## config.mk

```make
export PLATFORM = sky130hd
export DESIGN_NAME = mii_rx_framer
export DESIGN_NICKNAME = d
export VERILOG_FILES = /design/src/rtl/mii_rx_framer.sv
export SDC_FILE = /design/constraint.sdc
export NUM_CORES = 1
export LEC_CHECK = 0
export CAP_MARGIN = 15
export CORE_ASPECT_RATIO = 0.75
export CORE_MARGIN = 2
export CORE_UTILIZATION = 65
export CTS_CLUSTER_DIAMETER = 200
export DETAILED_ROUTE_END_ITERATION = 12
export PLACE_DENSITY_LB_ADDON = 0.12
export SYNTH_ARGS = -nofsm -noshare
export SYNTH_HDL_FRONTEND = slang
export SYNTH_SLANG_ARGS = --single-unit
```

## constraint.sdc

```tcl
create_clock -name clk -period 3.3 [get_ports clk]
set_clock_uncertainty 0.15 [all_clocks]
set_input_delay 0.495 -clock clk [delete_from_list [all_inputs] [get_ports clk]]
set_output_delay 0.495 -clock clk [all_outputs]
set_load 0.02 [all_outputs]
```

## src/rtl/mii_rx_framer.sv

```systemverilog
// mii_rx_framer: MII RX nibbles to a byte stream, with preamble/SFD strip,
// CRC-32 and length check, and FCS removal. Runs in the PHY RX clock domain.
// Ports: clk, rst (sync, active-high); mii_rxd/mii_rx_dv/mii_rx_er from PHY;
// m_data/m_valid/m_last/m_bad byte stream; stat_good/stat_bad frame pulses.
module mii_rx_framer #(
    parameter int MIN_LEN = 64,
    parameter int MAX_LEN = 1518
) (
    input  logic       clk,
    input  logic       rst,
    input  logic [3:0] mii_rxd,
    input  logic       mii_rx_dv,
    input  logic       mii_rx_er,
    output logic [7:0] m_data,
    output logic       m_valid,
    output logic       m_last,
    output logic       m_bad,
    output logic       stat_good,
    output logic       stat_bad
);

    typedef enum logic [2:0] {
        S_IDLE,
        S_PRE,
        S_DATA,
        S_END,
        S_DROP
    } state_t;

    localparam logic [10:0] MIN_L   = 11'(MIN_LEN);
    localparam logic [10:0] MAX_L   = 11'(MAX_LEN);
    localparam logic [10:0] CNT_SAT = 11'd2047;
    localparam logic [31:0] RESIDUE = 32'hDEBB20E3;

    function automatic logic [31:0] crc_byte(input logic [31:0] c,
                                             input logic [7:0]  d);
        logic [31:0] r;
        r = c;
        for (int i = 0; i < 8; i++) begin
            if (r[0] ^ d[i]) r = (r >> 1) ^ 32'hEDB88320;
            else             r = r >> 1;
        end
        return r;
    endfunction

    state_t      state_q, state_d;
    logic [31:0] crc_q, crc_d;
    logic [10:0] cnt_q, cnt_d;
    logic        phase_q, phase_d;
    logic        err_q, err_d;
    logic [3:0]  low_q, low_d;
    // sr_q[7:0] is the newest byte, sr_q[31:24] the oldest
    logic [31:0] sr_q, sr_d;
    logic [7:0]  hold_q, hold_d;
    logic        hold_vld_q, hold_vld_d;
    logic [7:0]  m_data_q, m_data_d;
    logic        m_valid_q, m_valid_d;
    logic        m_last_q, m_last_d;
    logic        m_bad_q, m_bad_d;
    logic        stat_good_q, stat_good_d;
    logic        stat_bad_q, stat_bad_d;

    logic [7:0]  byte_w;
    logic        frame_bad;

    assign byte_w    = {mii_rxd, low_q};
    assign frame_bad = err_q | phase_q | (crc_q != RESIDUE) |
                       (cnt_q < MIN_L) | (cnt_q > MAX_L);

    always_comb begin
        state_d     = state_q;
        crc_d       = crc_q;
        cnt_d       = cnt_q;
        phase_d     = phase_q;
        err_d       = err_q;
        low_d       = low_q;
        sr_d        = sr_q;
        hold_d      = hold_q;
        hold_vld_d  = hold_vld_q;
        m_data_d    = m_data_q;
        m_valid_d   = 1'b0;
        m_last_d    = 1'b0;
        m_bad_d     = 1'b0;
        stat_good_d = 1'b0;
        stat_bad_d  = 1'b0;

        unique case (state_q)
            S_IDLE, S_END: begin
                // S_END flushes the held byte one cycle after dv fell, so the
                // last strobe never touches the previous one; it still watches
                // for a new preamble so one-cycle inter-frame gaps work.
                if (state_q == S_END) begin
                    if (hold_vld_q) begin
                        m_valid_d   = 1'b1;
                        m_last_d    = 1'b1;
                        m_data_d    = hold_q;
                        m_bad_d     = frame_bad;
                        stat_good_d = ~frame_bad;
                        stat_bad_d  = frame_bad;
                    end else begin
                        stat_bad_d  = 1'b1;
                    end
                end
                if (mii_rx_dv) begin
                    state_d = (mii_rxd == 4'h5) ? S_PRE : S_DROP;
                end else begin
                    state_d = S_IDLE;
                end
            end
            S_PRE: begin
                if (!mii_rx_dv) begin
                    state_d    = S_IDLE;
                    stat_bad_d = 1'b1;
                end else if (mii_rxd == 4'hD) begin
                    state_d    = S_DATA;
                    crc_d      = 32'hFFFFFFFF;
                    cnt_d      = 11'd0;
                    phase_d    = 1'b0;
                    err_d      = 1'b0;
                    hold_vld_d = 1'b0;
                end else if (mii_rxd != 4'h5) begin
                    state_d    = S_DROP;
                    stat_bad_d = 1'b1;
                end
            end
            S_DATA: begin
                if (mii_rx_er) err_d = 1'b1;
                if (!mii_rx_dv) begin
                    state_d = S_END;
                end else if (!phase_q) begin
                    low_d   = mii_rxd;
                    phase_d = 1'b1;
                end else begin
                    phase_d = 1'b0;
                    crc_d   = crc_byte(crc_q, byte_w);
                    if (cnt_q != CNT_SAT) cnt_d = cnt_q + 11'd1;
                    if (hold_vld_q) begin
                        m_valid_d = 1'b1;
                        m_data_d  = hold_q;
                    end
                    // hold is meaningful once sr held four earlier bytes
                    hold_d = sr_q[31:24];
                    sr_d   = {sr_q[23:0], byte_w};
                    if (cnt_q >= 11'd4) hold_vld_d = 1'b1;
                end
            end
            S_DROP: begin
                if (!mii_rx_dv) state_d = S_IDLE;
            end
            default: begin
                state_d = S_IDLE;
            end
        endcase
    end

    always_ff @(posedge clk) begin
        if (rst) begin
            state_q     <= S_IDLE;
            crc_q       <= 32'hFFFFFFFF;
            cnt_q       <= 11'd0;
            phase_q     <= 1'b0;
            err_q       <= 1'b0;
            low_q       <= 4'd0;
            sr_q        <= 32'd0;
            hold_q      <= 8'd0;
            hold_vld_q  <= 1'b0;
            m_data_q    <= 8'd0;
            m_valid_q   <= 1'b0;
            m_last_q    <= 1'b0;
            m_bad_q     <= 1'b0;
            stat_good_q <= 1'b0;
            stat_bad_q  <= 1'b0;
        end else begin
            state_q     <= state_d;
            crc_q       <= crc_d;
            cnt_q       <= cnt_d;
            phase_q     <= phase_d;
            err_q       <= err_d;
            low_q       <= low_d;
            sr_q        <= sr_d;
            hold_q      <= hold_d;
            hold_vld_q  <= hold_vld_d;
            m_data_q    <= m_data_d;
            m_valid_q   <= m_valid_d;
            m_last_q    <= m_last_d;
            m_bad_q     <= m_bad_d;
            stat_good_q <= stat_good_d;
            stat_bad_q  <= stat_bad_d;
        end
    end

    assign m_data    = m_data_q;
    assign m_valid   = m_valid_q;
    assign m_last    = m_last_q;
    assign m_bad     = m_bad_q;
    assign stat_good = stat_good_q;
    assign stat_bad  = stat_bad_q;

endmodule

```

==> insert_results.sql, run 1 <==
INSERT INTO impl_metrics (metric_group, metric, value, unit) VALUES
('run_status', 'status', 'finished, final reports clean', ''),
('synth', 'postSynthAreaPerCell', '8.80', 'sq um'),
('die', 'fp.dieArea', '0.00819', 'sq mm'),
('worst_hold_path', 'hold_class', 'reg -> reg', ''),
('synth', 'ys_top_cells_by_area', 'sky130_fd_sc_hd__dfxtp_1, sky130_fd_sc_hd__xnor2_1, sky130_fd_sc_hd__nand2_1', ''),
('synth', 'yosysSeqAreaShare', '0.437', ''),
('worst_hold_path', 'endpoint_of_the_worst_hold_timing_path', 'sr_q[31]$_SDFFE_PP0P_', ''),
('power', 'design_power_total', '2.36', 'mW'),
('synth', 'synth.net_count', '561', ''),
('synth', 'synth_cell_type_count', '43', ''),
('synth', 'mappedNetlistArea', '0.00486', 'sq mm'),
('die', 'io_pins', '21', ''),
('layout', 'diodes', '0', ''),
('worst_setup_path', 'arrival_worst_endpoint', '2760', 'ps'),
('power', 'power.density', '439', 'mW/mm^2'),
('worst_hold_path', 'min_delay_path_depth', '2', ''),
('clock_tree', 'clk_pin_slew', '90', 'ps'),
('clock_tree', 'numClockSinks', '106', ''),
('drt', 'route.detailed.drc', '0', ''),
('synth', 'synth-edff-count', '0', ''),
('synth', 'synthArstFlopShare', '0', ''),
('layout', 'layout.nets', '573', ''),
('timing', 'grt_setup_unrepaired', 'false', ''),
('layout', 'multi_input_comb_area', '0.00257', 'sq mm'),
('synth', 'synthCells', '552', ''),
('layout', 'drive_gt1_frac', '0.0844', ''),
('grt', 'first_global_vias', '3363', ''),
('die', 'std_cell_rows', '27', ''),
('timing', 'drv_slew', '0', ''),
('drt', 'drtAntennaViolNets', '0', ''),
('worst_setup_path', 'criticalPathCategory', 'in -> reg', ''),
('drt', 'drt-pass1-iter-count', '5', ''),
('synth', 'yosysWarnings', '0', ''),
('synth', 'yosys.cell_count.top_type', 'sky130_fd_sc_hd__dfxtp_1', ''),
('drt', 'route.final.wire_length', '10.4', 'mm'),
('clock_tree', 'cts_hold_repair.buffers', '0', ''),
('synth', 'synth_top_flop_cell', 'sky130_fd_sc_hd__dfxtp_1', ''),
('drt', 'dr.first_iter.drc_count', '363', ''),
('synth', 'yosys-top-cells-count', 'sky130_fd_sc_hd__dfxtp_1, sky130_fd_sc_hd__nand2_1, sky130_fd_sc_hd__a21oi_1', ''),
('timing', 'timing_worst_slew_pin_value', '958', 'ps'),
('worst_setup_path', 'worst_r2r_startpoint', 'low_q[2]$_SDFFE_PP0P_', ''),
('grt', 'aggregate_global_route_resource_usage', '0.264', ''),
('die', 'floorplan.initialDensity', '0.666', ''),
('synth', 'synth_top_area_cell', 'sky130_fd_sc_hd__dfxtp_1', ''),
('drt', 'dr_total_vias', '3745', ''),
('worst_hold_path', 'min_from', 'sr_q[23]$_SDFFE_PP0P_', ''),
('grt', 'grt_start_max_net_pins', '49', ''),
('place', 'post-dp-hpwl', '7.09', 'mm'),
('place', 'port-buffer-count', '20', ''),
('timing', 'max_freq', '381', 'MHz'),
('place', 'finalWeightedCongestion', '0.912', ''),
('worst_setup_path', 'cp_data_required_time', '3440', 'ps'),
('clock_tree', 'clk-insertion-delay-late', '380', 'ps'),
('timing', 'count_of_endpoints_failing_setup_in_the_final_report', '0', ''),
('layout', 'nFillCells', '587', ''),
('worst_setup_path', 'critPathCaptureType', 'register', ''),
('power', 'power.leakage', '1.84', 'nW'),
('timing', 'layout_worst_path_cycle_share', '0.795', ''),
('layout', 'area_delta_synth_final', '10.6', '%'),
('clock_tree', 'cts-buffers-inserted', '9', ''),
('job', 'cap_violations', '0', ''),
('layout', 'regArea', '0.00212', 'sq mm'),
('clock_tree', 'cts.root.buffer_cell', 'sky130_fd_sc_hd__clkbuf_8', ''),
('clock_tree', 'post_cts_resize_count', '0', ''),
('die', 'core_area', '0.00730', 'sq mm'),
('synth', 'postSynthRegisterBits', '106', ''),
('drt', 'post_drt_wl_per_cell', '15.5', 'um'),
('power', 'ir_drop', '0.000294', 'V'),
('timing', 'period_minus_slack', '2620', 'ps'),
('grt', 'grt_pass1_wl', '17.1', 'mm'),
('timing', 'finalHoldViolCount', '0', '');
-- worst max path at each step --
stage,start,to,cells past startpoint
final,mii_rxd[2],crc_q[23]$_SDFFE_PP1P_,7
after global routing,mii_rxd[2],crc_q[23]$_SDFFE_PP1P_,7
after CTS,mii_rxd[2],crc_q[23]$_SDFFE_PP1P_,7
after detailed placement,mii_rxd[2],crc_q[23]$_SDFFE_PP1P_,7
after global placement,mii_rxd[2],crc_q[23]$_SDFFE_PP1P_,7
after floorplan,mii_rxd[3],crc_q[23]$_SDFFE_PP1P_,7
-- per-layer routing --
| metal | part of all wire | wire length, um | GRT usage |
|---|---|---|---|
| met1 | 0.51 | 5240 | 0.395 |
| met2 | 0.43 | 4430 | 0.380 |
| met3 | 0.053 | 552 | 0.0525 |
| met4 | 0.013 | 136 | 0.0905 |
| met5 | 0 | 0 | 0 |
-- through the flow --
| step | util | std cells | area (sq um) | hold slack, ps | worst slack (ps) |
|---|---|---|---|---|---|
| floorplan | - | 552 | 4860 | 282 | 1130 |
| global placement | 0.702 | 654 | 5120 | 288 | 352 |
| detailed placement | 0.702 | 654 | 5120 | 293 | 310 |
| CTS | 0.736 | 670 | 5370 | 304 | 706 |
| global route | 0.736 | 670 | 5370 | 310 | 513 |
| finish | 0.736 | 670 | 5370 | 305 | 676 |
-- layout make-up --
class / instances / area share
clock inverter: 6 / 0.0207
sequential: 106 / 0.395
multi-input combinational: 411 / 0.479
timing repair buffer: 33 / 0.0545
tap: 101 / 0.0235
inverter: 3 / 0.00210
clock buffer: 10 / 0.0256
-- sequential cells by signal, indices dropped and copies added, names as in the netlist, 3 cells and up --
name and flops:
low_q 4, m_data 8, crc_q 32, sr_q 32, hold_q 8, cnt_q 11
state_q 3
-- worst max-delay path, cell delays in order --
cell and delay [ps]:
sky130_fd_sc_hd__clkdlybuf4s50_1 490, sky130_fd_sc_hd__xnor2_2 450, sky130_fd_sc_hd__xor2_4 200, sky130_fd_sc_hd__xnor2_2 440, sky130_fd_sc_hd__xor2_1 380, sky130_fd_sc_hd__nor2_1 110, sky130_fd_sc_hd__a311oi_2 190
-- cell families (layout without fill, tap and decap cells) --
group,count (synthesis),count (layout),share of synthesized area
AO/OA/AOI/OAI,107,107,0.131
XOR/XNOR,80,80,0.170
adder cells (fa/ha/maj),1,1,0.00258
buffers and inverters,35,52,0.0353
flip-flops,106,106,0.437
multiplexers,9,9,0.0185
AND/OR/NAND/NOR,214,214,0.207
-- report_power, final --
group          switching (mW)  internal (mW)
combinational          0.0689         0.0491
sequential            0.00198           1.28
clock                   0.436          0.526
total                   0.507           1.85
-- cells in the final DEF (no fill, tap or decap), types with 2 or more instances in the layout --
cell	instances
sky130_fd_sc_hd__o22ai_1	7
sky130_fd_sc_hd__nor2_1	44
sky130_fd_sc_hd__inv_1	3
sky130_fd_sc_hd__xnor2_2	6
sky130_fd_sc_hd__xnor2_1	44
sky130_fd_sc_hd__and4b_1	2
sky130_fd_sc_hd__nand4b_1	4
sky130_fd_sc_hd__and3_1	3
sky130_fd_sc_hd__clkdlybuf4s50_1	19
sky130_fd_sc_hd__a41oi_1	2
sky130_fd_sc_hd__nand2b_1	16
sky130_fd_sc_hd__a21oi_1	63
sky130_fd_sc_hd__nor3_1	11
sky130_fd_sc_hd__nor3b_2	2
sky130_fd_sc_hd__nand4_1	8
sky130_fd_sc_hd__clkbuf_8	10
sky130_fd_sc_hd__nor2b_1	4
sky130_fd_sc_hd__bufinv_16	3
sky130_fd_sc_hd__nand2_1	96
sky130_fd_sc_hd__or4_1	2
sky130_fd_sc_hd__mux2i_1	9
sky130_fd_sc_hd__xor2_1	25
sky130_fd_sc_hd__o21ai_0	12
sky130_fd_sc_hd__dfxtp_1	106
sky130_fd_sc_hd__xor2_4	2
sky130_fd_sc_hd__nor4_1	4
sky130_fd_sc_hd__o21bai_1	4
sky130_fd_sc_hd__nand3_1	11
sky130_fd_sc_hd__a211o_1	13
sky130_fd_sc_hd__or3b_2	2
sky130_fd_sc_hd__buf_4	13
No activity file was read; power rests on OpenSTA's default activity.
==> inputs of run 2 (changes only) <==
--- a/config.mk
+++ b/config.mk
@@ -8,7 +8,7 @@
 export CAP_MARGIN = 15
 export CORE_ASPECT_RATIO = 0.75
 export CORE_MARGIN = 2
-export CORE_UTILIZATION = 65
+export CORE_UTILIZATION = 60
 export CTS_CLUSTER_DIAMETER = 200
 export DETAILED_ROUTE_END_ITERATION = 12
 export PLACE_DENSITY_LB_ADDON = 0.12
==> constraint.sdc (replaced) <==
create_clock -name clk -period 2.8 [get_ports clk]
set_clock_uncertainty 0.15 [all_clocks]
set_input_delay 0.42 -clock clk [delete_from_list [all_inputs] [get_ports clk]]
set_output_delay 0.42 -clock clk [all_outputs]
set_load 0.02 [all_outputs]
==> run 2 against run 1 <==
Compared with the run above: cell count rose by 1.8%; clock power is 4.3% lower; largest power group unchanged; via count grew 3.1%; critical path type is now reg -> reg.
==> insert_results.sql, run 2 (same netlist as run 1, synthesis figures left out) <==
INSERT INTO impl_metrics (metric_group, metric, value, unit) VALUES
('clock_tree', 'cts_hold_repair.buffers', '0', ''),
('die', 'die_w', '108', 'um'),
('worst_setup_path', 'critical_path_fanouts_max', '6', ''),
('clock_tree', 'htreeDepth', '3', ''),
('clock_tree', 'cts_setup_buffers', '0', ''),
('job', 'cap_violations', '0', ''),
('worst_setup_path', 'reg2reg_setup_slack', '340', 'ps'),
('timing', 'period_minus_slack', '2460', 'ps'),
('clock_tree', 'clk-insertion-delay-late', '370', 'ps'),
('place', 'total_placed_cells_including_tap_cells', '666', ''),
('worst_setup_path', 'critPathCaptureType', 'register', ''),
('place', 'post-dp-hpwl', '7.07', 'mm'),
('clock_tree', 'tritoncts_clock_tree', 'done', ''),
('run_status', 'status', 'finished, final reports clean', ''),
('worst_setup_path', 'crit_path_end', 'crc_q[4]$_SDFFE_PP1P_', ''),
('layout', 'layoutNonFillerInstCount', '682', ''),
('worst_setup_path', 'worst_r2r_startpoint', 'low_q[2]$_SDFFE_PP0P_', ''),
('worst_setup_path', 'crit_path_cell_chain', 'xnor2_1 > xnor2_1 > xnor2_1 > xor2_1 > a21oi_1 > a211o_1', ''),
('worst_setup_path', 'critPathLaunch', 'low_q[2]$_SDFFE_PP0P_', ''),
('grt', 'aggregate_global_route_resource_usage', '0.246', ''),
('timing', 'setup_slack', '340', 'ps'),
('worst_setup_path', 'timing.critical_path.from_type', 'register', ''),
('power', 'power.combinational.fraction', '0.058', ''),
('worst_hold_path', 'hold_class', 'reg -> reg', ''),
('timing', 'fin_setup_tns', '0', 'ps'),
('drt', 'route.detailed.drc', '0', ''),
('drt', 'dr.first_iter.drc_count', '339', ''),
('drt', 'drtAntennaViolNets', '0', ''),
('power', 'clock_network_power_share', '0.357', ''),
('grt', 'antenna_found_initial', '0', ''),
('timing', 'max-slew-margin-rel', '0.380', ''),
('power', 'ir_drop', '0.000299', 'V'),
('layout', 'leading_cell_type_in_the_layout_fill_and_taps_excluded', 'sky130_fd_sc_hd__dfxtp_1', ''),
('drt', 'drt-pass1-iter-count', '5', ''),
('worst_setup_path', 'crit_path_top_delay_cell', 'sky130_fd_sc_hd__xnor2_1', ''),
('grt', 'globalRoute.totalOverflow', '0', ''),
('worst_setup_path', 'timing.rr.end', 'crc_q[4]$_SDFFE_PP1P_', ''),
('power', 'design_power_total', '2.58', 'mW'),
('die', 'fp.dieArea', '0.00884', 'sq mm'),
('power', 'internal_power', '1.99', 'mW'),
('worst_setup_path', 'cp_data_required_time', '2910', 'ps'),
('layout', 'layout.core_utilization', '0.687', ''),
('drt', 'vias_per_cell', '5.66', ''),
('drt', 'post_drt_wl_per_cell', '15.1', 'um'),
('die', 'floorplan.initialDensity', '0.616', ''),
('die', 'dieHeight', '81.9', 'um'),
('timing', 'drv_slew', '0', ''),
('power', 'net-switching-power', '0.590', 'mW'),
('worst_setup_path', 'arrival_worst_endpoint', '2570', 'ps'),
('timing', 'max_freq', '407', 'MHz'),
('layout', 'layout.nets', '581', ''),
('grt', 'first_global_vias', '3358', ''),
('timing', 'finalHoldViolCount', '0', ''),
('clock_tree', 'clk_pin_slew', '100', 'ps'),
('layout', 'diodes', '0', ''),
('worst_setup_path', 'criticalPathCategory', 'reg -> reg', ''),
('worst_setup_path', 'worst_path_largest_cell_delay', '750', 'ps'),
('worst_setup_path', 'crit_top_cell', 'sky130_fd_sc_hd__xnor2_1', ''),
('layout', 'layout_top_registers', 'crc_q x32, sr_q x32, cnt_q x11', ''),
('timing', 'layout_worst_path_cycle_share', '0.878', ''),
('timing', 'grt_setup_unrepaired', 'false', ''),
('drt', 'route.final.wire_length', '10.3', 'mm'),
('clock_tree', 'cts.root.buffer_cell', 'sky130_fd_sc_hd__clkbuf_8', ''),
('grt', 'grt_pass1_wl', '16.9', 'mm'),
('drt', 'dr_total_vias', '3862', ''),
('power', 'power.leakage', '1.86', 'nW'),
('power', 'power.density', '477', 'mW/mm^2'),
('power', 'p_sw_frac', '0.229', ''),
('clock_tree', 'clock_path_buffers', '2', ''),
('layout', 'mostFrequentLayoutCells', 'sky130_fd_sc_hd__dfxtp_1, sky130_fd_sc_hd__nand2_1, sky130_fd_sc_hd__a21oi_1', ''),
('grt', 'grt_start_max_net_pins', '49', ''),
('layout', 'area_delta_synth_final', '11.4', '%'),
('layout', 'nFillCells', '621', ''),
('place', 'port-buffer-count', '20', ''),
('layout', 'drive_gt1_frac', '0.0919', ''),
('place', 'post-place-ws', '33.1', 'ps'),
('place', 'finalWeightedCongestion', '0.878', ''),
('worst_setup_path', 'worst-r2r-cell-count', '6', ''),
('die', 'io_pins', '21', ''),
('power', 'p_seq_frac', '0.585', ''),
('clock_tree', 'cts-buffers-inserted', '9', ''),
('clock_tree', 'numClockSinks', '106', ''),
('timing', 'count_of_endpoints_failing_setup_in_the_final_report', '0', ''),
('timing', 'timing_worst_slew_pin_value', '923', 'ps'),
('die', 'std_cell_rows', '28', ''),
('die', 'core_area', '0.00788', 'sq mm'),
('clock_tree', 'post_cts_resize_count', '0', '');
run 2: worst max-delay path, delay by kind of cell, from the launching register on:
family | cells | cell delay (ps)
xor+xnor | 4 | 1520
flops | 1 | 340
compound gates | 2 | 340
run 2: metal layers:
metal | global-route usage | vias up | part of all wire
met1 | 0.355 | 1821 | 0.48
met4 | 0.0705 | 0 | 0.012
met3 | 0.0571 | 15 | 0.065
met5 | 0 | - | 0
li1 | - | 1906 | -
met2 | 0.369 | 120 | 0.44
run 2: through the flow:
step,area (sq um),hold WS [ps]
after floorplan,4860,282
after global placement,5230,287
after detailed placement,5230,293
after CTS,5410,306
after global routing,5410,317
final,5410,303
run 2: worst min path at each step:
stage | endpoint | startpoint | slack [ps] | cells past startpoint
after floorplan | hold_q[0]$_SDFFE_PP0P_ | sr_q[24]$_SDFFE_PP0P_ | 280 | 2
after global placement | sr_q[17]$_SDFFE_PP0P_ | sr_q[9]$_SDFFE_PP0P_ | 290 | 2
after detailed placement | sr_q[11]$_SDFFE_PP0P_ | sr_q[3]$_SDFFE_PP0P_ | 290 | 2
after CTS | sr_q[27]$_SDFFE_PP0P_ | sr_q[19]$_SDFFE_PP0P_ | 310 | 2
after global routing | sr_q[31]$_SDFFE_PP0P_ | sr_q[23]$_SDFFE_PP0P_ | 320 | 2
final | sr_q[27]$_SDFFE_PP0P_ | sr_q[19]$_SDFFE_PP0P_ | 300 | 2
run 2: power groups by stage:
stage / Sequential [mW] / Combinational, mW / Clock (mW)
finish: 1.51 / 0.151 / 0.921
global route: 1.51 / 0.161 / 0.997
global placement: 1.54 / 0.145 / 0
CTS: 1.51 / 0.150 / 0.941
floorplan: 1.54 / 0.104 / 0
detailed placement: 1.54 / 0.148 / 0
run 2: layout make-up:
class | count | area, sq um | share of cell area
Multi-Input combinational cell | 411 | 2570 | 0.475
Sequential cell | 106 | 2120 | 0.392
Timing Repair Buffer | 41 | 390 | 0.0721
Clock buffer | 12 | 135 | 0.0250
Tap cell | 105 | 131 | 0.0243
Clock inverter | 4 | 51.3 | 0.00948
Inverter | 3 | 11.3 | 0.00208
==> inputs of run 3 (changes only) <==
--- a/config.mk
+++ b/config.mk
@@ -5,7 +5,6 @@
 export SDC_FILE = /design/constraint.sdc
 export NUM_CORES = 1
 export LEC_CHECK = 0
-export CAP_MARGIN = 15
 export CORE_ASPECT_RATIO = 0.75
 export CORE_MARGIN = 2
 export CORE_UTILIZATION = 60
==> results of run 3 <==
No change in the layout: final DEF, timing and power equal those of run 2.
